--- src/rtl/llki_pkg.sv ---
// Shared LLKI constants and the key-loader FSM state type for the multi-channel mock TSS lock.
package llki_pkg;

   localparam int MOCK_TSS_MC_NUM_KEY_WORDS = 2;

   localparam logic [64*MOCK_TSS_MC_NUM_KEY_WORDS-1:0] MOCK_TSS_MC_EXP_KEY =
      128'h0123_4567_89AB_CDEF_A5A5_A5A5_0000_FFFF;

   typedef enum logic [1:0] {
      ST_IDLE   = 2'd0,
      ST_LOAD   = 2'd1,
      ST_LOADED = 2'd2,
      ST_CLEAR  = 2'd3
   } mock_tss_state_t;

endpackage

--- src/rtl/mock_tss_key_loader.sv ---
// LLKI discrete key loader: word-serial load into a KEY_WORDS x 64b register and word-serial clear.
module mock_tss_key_loader
   import llki_pkg::*;
#(
   parameter int KEY_WORDS = 4
) (
   input  logic                      clk,
   input  logic                      rst_n,
   input  logic [63:0]               key_data,
   input  logic                      key_valid,
   input  logic                      clear_key,
   output logic                      key_ready,
   output logic                      key_complete,
   output logic                      clear_ack,
   output logic [64*KEY_WORDS-1:0]   key,
   output mock_tss_state_t           state
);

   // idx must reach KEY_WORDS so the clear can spend one extra cycle raising the ack
   localparam int IDX_W = $clog2(KEY_WORDS + 1);

   mock_tss_state_t          state_q, state_d;
   logic [IDX_W-1:0]         idx_q, idx_d;
   logic [64*KEY_WORDS-1:0]  key_q, key_d;
   logic                     ready_q, ready_d;
   logic                     complete_q, complete_d;
   logic                     ack_q, ack_d;
   logic                     accept;

   assign accept = key_valid & ready_q;

   always_comb begin
      state_d = state_q;
      idx_d   = idx_q;
      key_d   = key_q;
      ack_d   = 1'b0;
      if (clear_key && (state_q != ST_CLEAR)) begin
         // clear beats a coincident key word, which is simply dropped
         state_d = ST_CLEAR;
         idx_d   = '0;
      end else begin
         case (state_q)
            ST_IDLE: begin
               if (accept) begin
                  key_d[63:0] = key_data;
                  if (KEY_WORDS == 1) begin
                     state_d = ST_LOADED;
                     idx_d   = '0;
                  end else begin
                     state_d = ST_LOAD;
                     idx_d   = IDX_W'(1);
                  end
               end
            end
            ST_LOAD: begin
               if (accept) begin
                  key_d[idx_q*64 +: 64] = key_data;
                  if (idx_q == IDX_W'(KEY_WORDS - 1)) begin
                     state_d = ST_LOADED;
                     idx_d   = '0;
                  end else begin
                     idx_d = idx_q + IDX_W'(1);
                  end
               end
            end
            ST_LOADED: begin
               state_d = ST_LOADED;
            end
            default: begin
               if (idx_q == IDX_W'(KEY_WORDS)) begin
                  ack_d   = 1'b1;
                  idx_d   = '0;
                  state_d = ST_IDLE;
               end else begin
                  key_d[idx_q*64 +: 64] = 64'h0;
                  idx_d = idx_q + IDX_W'(1);
               end
            end
         endcase
      end
      ready_d    = (state_d == ST_IDLE) || (state_d == ST_LOAD);
      complete_d = (state_d == ST_LOADED);
   end

   // ready is registered so it stays low throughout reset and rises on the first edge after
   always_ff @(posedge clk or negedge rst_n) begin
      if (!rst_n) begin
         state_q    <= ST_IDLE;
         idx_q      <= '0;
         key_q      <= '0;
         ready_q    <= 1'b0;
         complete_q <= 1'b0;
         ack_q      <= 1'b0;
      end else begin
         state_q    <= state_d;
         idx_q      <= idx_d;
         key_q      <= key_d;
         ready_q    <= ready_d;
         complete_q <= complete_d;
         ack_q      <= ack_d;
      end
   end

   assign key_ready    = ready_q;
   assign key_complete = complete_q;
   assign clear_ack    = ack_q;
   assign key          = key_q;
   assign state        = state_q;

endmodule

--- src/rtl/mock_tss_lock_mc.sv ---
// Multi-channel mock TSS lock: per-channel XOR with (EXP_KEY ^ loaded key), optional output gating until loaded.
module mock_tss_lock_mc
   import llki_pkg::*;
#(
   parameter int                        KEY_WORDS = 4,
   parameter int                        NUM_CH    = 4,
   parameter int                        CH_W      = 32,
   parameter bit                        LOCK_MODE = 1'b1,
   parameter logic [64*KEY_WORDS-1:0]   EXP_KEY   = '0
) (
   input  logic                      sys_clk,
   input  logic                      sys_rst_n,
   input  logic [63:0]               llkid_key_data,
   input  logic                      llkid_key_valid,
   output logic                      llkid_key_ready,
   output logic                      llkid_key_complete,
   input  logic                      llkid_clear_key,
   output logic                      llkid_clear_key_ack,
   input  logic [NUM_CH*CH_W-1:0]    core_data,
   input  logic [NUM_CH-1:0]         core_valid,
   output logic [NUM_CH*CH_W-1:0]    out_data,
   output logic [NUM_CH-1:0]         out_valid,
   output logic                      key_match
);

   localparam int DW = NUM_CH * CH_W;

   logic [64*KEY_WORDS-1:0]  key;
   mock_tss_state_t          state;
   logic [DW-1:0]            mask;
   logic                     gate;
   logic [DW-1:0]            out_data_q, out_data_d;
   logic [NUM_CH-1:0]        out_valid_q, out_valid_d;
   logic                     key_match_q, key_match_d;

   mock_tss_key_loader #(
      .KEY_WORDS (KEY_WORDS)
   ) u_loader (
      .clk          (sys_clk),
      .rst_n        (sys_rst_n),
      .key_data     (llkid_key_data),
      .key_valid    (llkid_key_valid),
      .clear_key    (llkid_clear_key),
      .key_ready    (llkid_key_ready),
      .key_complete (llkid_key_complete),
      .clear_ack    (llkid_clear_key_ack),
      .key          (key),
      .state        (state)
   );

   // key bits above DW never reach a channel
   assign mask = EXP_KEY[DW-1:0] ^ key[DW-1:0];
   assign gate = LOCK_MODE && (state != ST_LOADED);

   for (genvar c = 0; c < NUM_CH; c++) begin : g_ch
      assign out_data_d[c*CH_W +: CH_W] =
         gate ? '0 : (core_data[c*CH_W +: CH_W] ^ mask[c*CH_W +: CH_W]);
   end

   always_comb begin
      out_valid_d = core_valid;
      key_match_d = (state == ST_LOADED) && (key == EXP_KEY);
   end

   always_ff @(posedge sys_clk or negedge sys_rst_n) begin
      if (!sys_rst_n) begin
         out_data_q  <= '0;
         out_valid_q <= '0;
         key_match_q <= 1'b0;
      end else begin
         out_data_q  <= out_data_d;
         out_valid_q <= out_valid_d;
         key_match_q <= key_match_d;
      end
   end

   assign out_data  = out_data_q;
   assign out_valid = out_valid_q;
   assign key_match = key_match_q;

endmodule

--- config.mk ---
export PLATFORM = sky130hd
export DESIGN_NAME = mock_tss_lock_mc
export DESIGN_NICKNAME = d
export VERILOG_FILES = /design/src/rtl/llki_pkg.sv /design/src/rtl/mock_tss_key_loader.sv /design/src/rtl/mock_tss_lock_mc.sv
export SDC_FILE = /design/constraint.sdc
export NUM_CORES = 1
export LEC_CHECK = 0
export CAP_MARGIN = 10
export CORE_MARGIN = 2
export CORE_UTILIZATION = 45
export DETAILED_ROUTE_END_ITERATION = 16
export GPL_TIMING_DRIVEN = 0
export PLACE_DENSITY = 0.78
export SETUP_SLACK_MARGIN = 0.3
export SLEW_MARGIN = 10
export SYNTH_ARGS = -nofsm -noshare
export SYNTH_HDL_FRONTEND = slang
export SYNTH_SLANG_ARGS = --single-unit
--- constraint.sdc ---
create_clock -name sys_clk -period 2.4 [get_ports sys_clk]
set_input_delay 0.6 -clock sys_clk [delete_from_list [all_inputs] [get_ports sys_clk]]
set_output_delay 0.6 -clock sys_clk [all_outputs]
set_load 0.02 [all_outputs]
==> results.md <==
| Quantity | Value |
| --- | --- |
| Antenna violations before repair | 2 |
| Highest attainable clock frequency | 457 MHz |
| Adder-Cell Fraction of Synth Area | 0.484% |
| Setup crit end | u_loader.key[238] |
| Die area | 0.0359 sq mm |
| Total negative slack | 0 ns |
| I/O Buffers | 335 |
| Destination of the worst register-to-register timing path | u_loader.key[238] |
| Final total power | 25,100 uW |
| Net count, final | 2,060 |
| Sequential cell area fraction in the yosys report | 64.1% |
| Type of the setup path with the least slack | register to register |
| Initial core utilization | 46.0% |
| Ratio of final minimum period to clock period | 91.2% |
| Number of buffers created by CTS | 42 |
| Total standard cell area after synthesis | 0.0155 sq mm |
| Largest fanout on the critical path | 6 |
| Post-Syn Area per Cell | 10.7 sq um |
| Placed instance count | 2,242 |
| Total Routing Usage GR | 26.4% |
| Post-synthesis mux area share | 0% |
| Clock sinks | 397 |
| Synth async-reset ratio | 100% |
| Final-report setup violation count | 0 |
| Setup slack of the worst register-to-register path | 0.21 ns |
| Startpoint of the worst setup timing path | u_loader.idx_q[1] |
| Buffer depth of the longest clock path | 3 |
| Number of filler instances in the final layout | 2,497 |
| Share of total power consumed by net switching | 36.0% |
| Type of the worst min-delay path | primary input to asynchronous set/reset pin |
| Synthesized netlist net count | 1,661 |
| Share of the synthesized area in compound gates (AO/OA/AOI/OAI) | 10.5% |
| Maximum ir drop on the vdd rail | 0.000806 V |
| Post-synthesis register bit count | 397 |
| Master cell of the clock root buffer | sky130_fd_sc_hd__clkbuf_16 |
| Dominant cells by area after synthesis | sky130_fd_sc_hd__dfrtp_1 64%, sky130_fd_sc_hd__nand2_1 7.8%, sky130_fd_sc_hd__xnor2_1 7.2% |
| Pin count of the biggest net entering global routing | 119 |
| Clock period minus worst slack | 2.19 ns |
| Result of the run | complete, no violations |
| RD Place Congestion | 0.880 |
| Proportion of netlist area held by the largest area contributor | 64.1% |
| First drt pass iteration count | 5 |
| Worst setup margin | 0.211 ns |
| Global-route wire length before repair | 72,800 um |
| Post-detailed-route wirelength per cell | 20.7 um |
| Via count | 12,700 |
| Top cells by count, synth | 397 x sky130_fd_sc_hd__dfrtp_1, 324 x sky130_fd_sc_hd__nand2_1, 191 x sky130_fd_sc_hd__o21ai_0, 136 x sky130_fd_sc_hd__nor2_1, 128 x sky130_fd_sc_hd__xnor2_1 |
| Overflow after GRT | 0 |
| Dominant combinational cell family by area after synthesis | simple AND/OR/NAND/NOR gates |
| Primary flip-flop cell chosen by synthesis mapping | sky130_fd_sc_hd__dfrtp_1 |
| Remaining number of nets flagged by the antenna check after routing | 0 |
| Areal power density over the cells | 1150 mW/mm^2 |
| Share of power burned in registers | 38.3% |
| Unrepaired setup endpoints after global routing | yes |
| Number of global-route vias before repair | 12,900 |
| Die Width | 190 um |
| Data required, critical path | 2.83 ns |
| CP startpoint kind | register |
| Hold violation total from the final report | 0 |
| Area Overhead vs Synth | 40.3% |
| Maximum capacitance violations | 0 |
| HPWL after detailed placement | 34,800 um |
| TritonCTS clock tree | built |
| Leakage power figure | 0.00998 uW |
| Total detailed-routing wirelength | 48,400 um |
| Power Internal | 16,100 uW |
| Number of synthesized flops with an enable pin | 0 |
| Violation count after the first detailed-routing iteration | 959 |
| Maximum clock skew at final layout | 0.00915 ns |
| Library cell occupying the most area in the post-synthesis netlist | sky130_fd_sc_hd__dfrtp_1 |
| Pre-CTS setup slack | -0.671 ns |
| DRC | 0 |
| Most instantiated library cell after synthesis | sky130_fd_sc_hd__dfrtp_1 |
| Height of the die | 190 um |
| Relative slew slack | 56.5% |
| Switching Power | 9030 uW |
| Placement Rows | 67 |
| Clock slew at reported path FFs | 0.06 ns |
| Fraction of the core area covered by cells at the end of the flow | 64.5% |
| Vias per inst | 5.46 |
| Skew-Pair Late Insertion Delay | 0.54 ns |
| Worst reg2reg path depth | 11 |
| Simple-Gate Fraction of Synth Area | 15.3% |
| Fraction of power consumed by combinational cells | 36.2% |
| Post-Syn Instances | 1,455 |
| Xor/xnor cell area share of the yosys netlist | 7.23% |
| Part of the power in the clock network | 25.5% |
| Count of boundary I/O pins | 336 |
| CTS Hold Bufs | 0 |
| Launch point of the worst reg-to-reg path | u_loader.idx_q[1] |
| Area of the placeable core | 0.0337 sq mm |
| Number of unique standard cell types used by synthesis | 31 |
| Element type at the critical path end | register |
| Tightest Pin Transition | 0.647 ns |
| Final number of max-transition violations | 0 |
| H-tree level count | 2 |
| Synth Warn # | 0 |
| Layout Cells excl Fill | 2,334 |
| Proportion of layout cells with a drive suffix above 1 | 11.6% |
| Signal arrival time at the worst endpoint | 2.62 ns |
[worst max-delay path: stages, from the launching register on]
cell and delay, ns:
sky130_fd_sc_hd__dfrtp_1 0.38, sky130_fd_sc_hd__inv_2 0.06, sky130_fd_sc_hd__ha_4 0.18, sky130_fd_sc_hd__ha_4 0.28
sky130_fd_sc_hd__nand3b_1 0.12, sky130_fd_sc_hd__a21oi_4 0.19, sky130_fd_sc_hd__nand3b_1 0.23, sky130_fd_sc_hd__buf_6 0.23
sky130_fd_sc_hd__buf_12 0.15, sky130_fd_sc_hd__clkbuf_16 0.16, sky130_fd_sc_hd__nand2_2 0.07, sky130_fd_sc_hd__o21ai_2 0.05
[placed cells by master (no fill, tap or decap), drive strengths merged, types with 2 or more instances in the layout]
master,count
nand2,324
a21oi,5
and2,2
inv,7
nor4,67
nand3,3
nand3b,3
buf,49
dlygate4sd2,9
clkdlybuf4s50,292
nand4,20
clkinvlp,3
clkinv,3
ha,6
bufinv,2
dlymetal6s2s,33
o21ai,192
dfrtp,397
nand2b,3
xnor2,128
clkbuf,123
nor2,136
a22o,67
[worst min-delay path by stage]
| stage | cells past startpoint | endpoint | slack [ns] |
|---|---|---|---|
| after global placement | 2 | u_loader.key[241] | 0.46 |
| after global routing | 1 | out_data[87] | 0.07 |
| after CTS | 1 | out_data[21] | 0.04 |
| after floorplan | 0 | key_match | 0.30 |
| final | 1 | out_data[91] | 0.02 |
| after detailed placement | 2 | u_loader.key[136] | 0.47 |
[per-layer routing]
layer	vias to the layer above	GRT usage, %	share of wire, %
met5	-	0	0.033
met2	616	42.7	48
met3	111	5.42	8.0
met4	2	8.65	3.3
li1	5723	-	-
met1	6297	35.9	40
[layout make-up]
| cell class | count | area (sq um) | share of cell area (%) |
|---|---|---|---|
| clock buffers | 66 | 1250 | 5.76 |
| inverters | 6 | 25.0 | 0.115 |
| flip-flops and latches | 397 | 9940 | 45.7 |
| clock inverters | 9 | 106 | 0.489 |
| multi-input cells | 967 | 5550 | 25.5 |
| repair buffers | 355 | 3720 | 17.1 |
| plain buffers | 85 | 601 | 2.76 |
| well taps | 448 | 561 | 2.58 |
| diodes | 1 | 2.50 | 0.0115 |
[power by group through the flow]
stage	registers [uW]	logic, uW	clock network (uW)
after floorplan	10100	3570	0
after global routing	9790	9730	6770
after CTS	9540	8290	6470
after detailed placement	9630	7910	0
after global placement	9610	7680	0
final	9610	9090	6390
[what timing repair did]
| item | in CTS | in global routing |
|---|---|---|
| gates cloned | 1 | 5 |
| gates resized for setup | 85 | 252 |
| pin swaps | 4 | 25 |
| endpoints found under the setup margin | 366 | 296 |
| setup buffers | 4 | 6 |
[metrics by stage]
step                      hold slack, ns  instance area (sq um)
after floorplan                    0.304                  15500
after global placement             0.463                  19400
after detailed placement           0.470                  19500
after CTS                         0.0389                  21100
after global routing              0.0745                  21700
final                             0.0247                  21700
[sequential cells by signal, indices dropped and copies added, names as in the netlist]
register,cells
u_loader.clear_ack,1
out_data,128
out_valid,4
u_loader.key_complete,1
key_match,1
u_loader.idx_q,3
u_loader.state,2
u_loader.key_ready,1
u_loader.key,256
[cell families after synthesis]
| family | count (synthesis) |
|---|---|
| adders and majority gates | 6 |
| buffers and inverters | 91 |
| AOI/OAI and AO/OA | 270 |
| and+or+nand+nor | 563 |
| xor gates and xnor gates | 128 |
| DFF | 397 |
No activity file was read; power rests on OpenSTA's default activity.
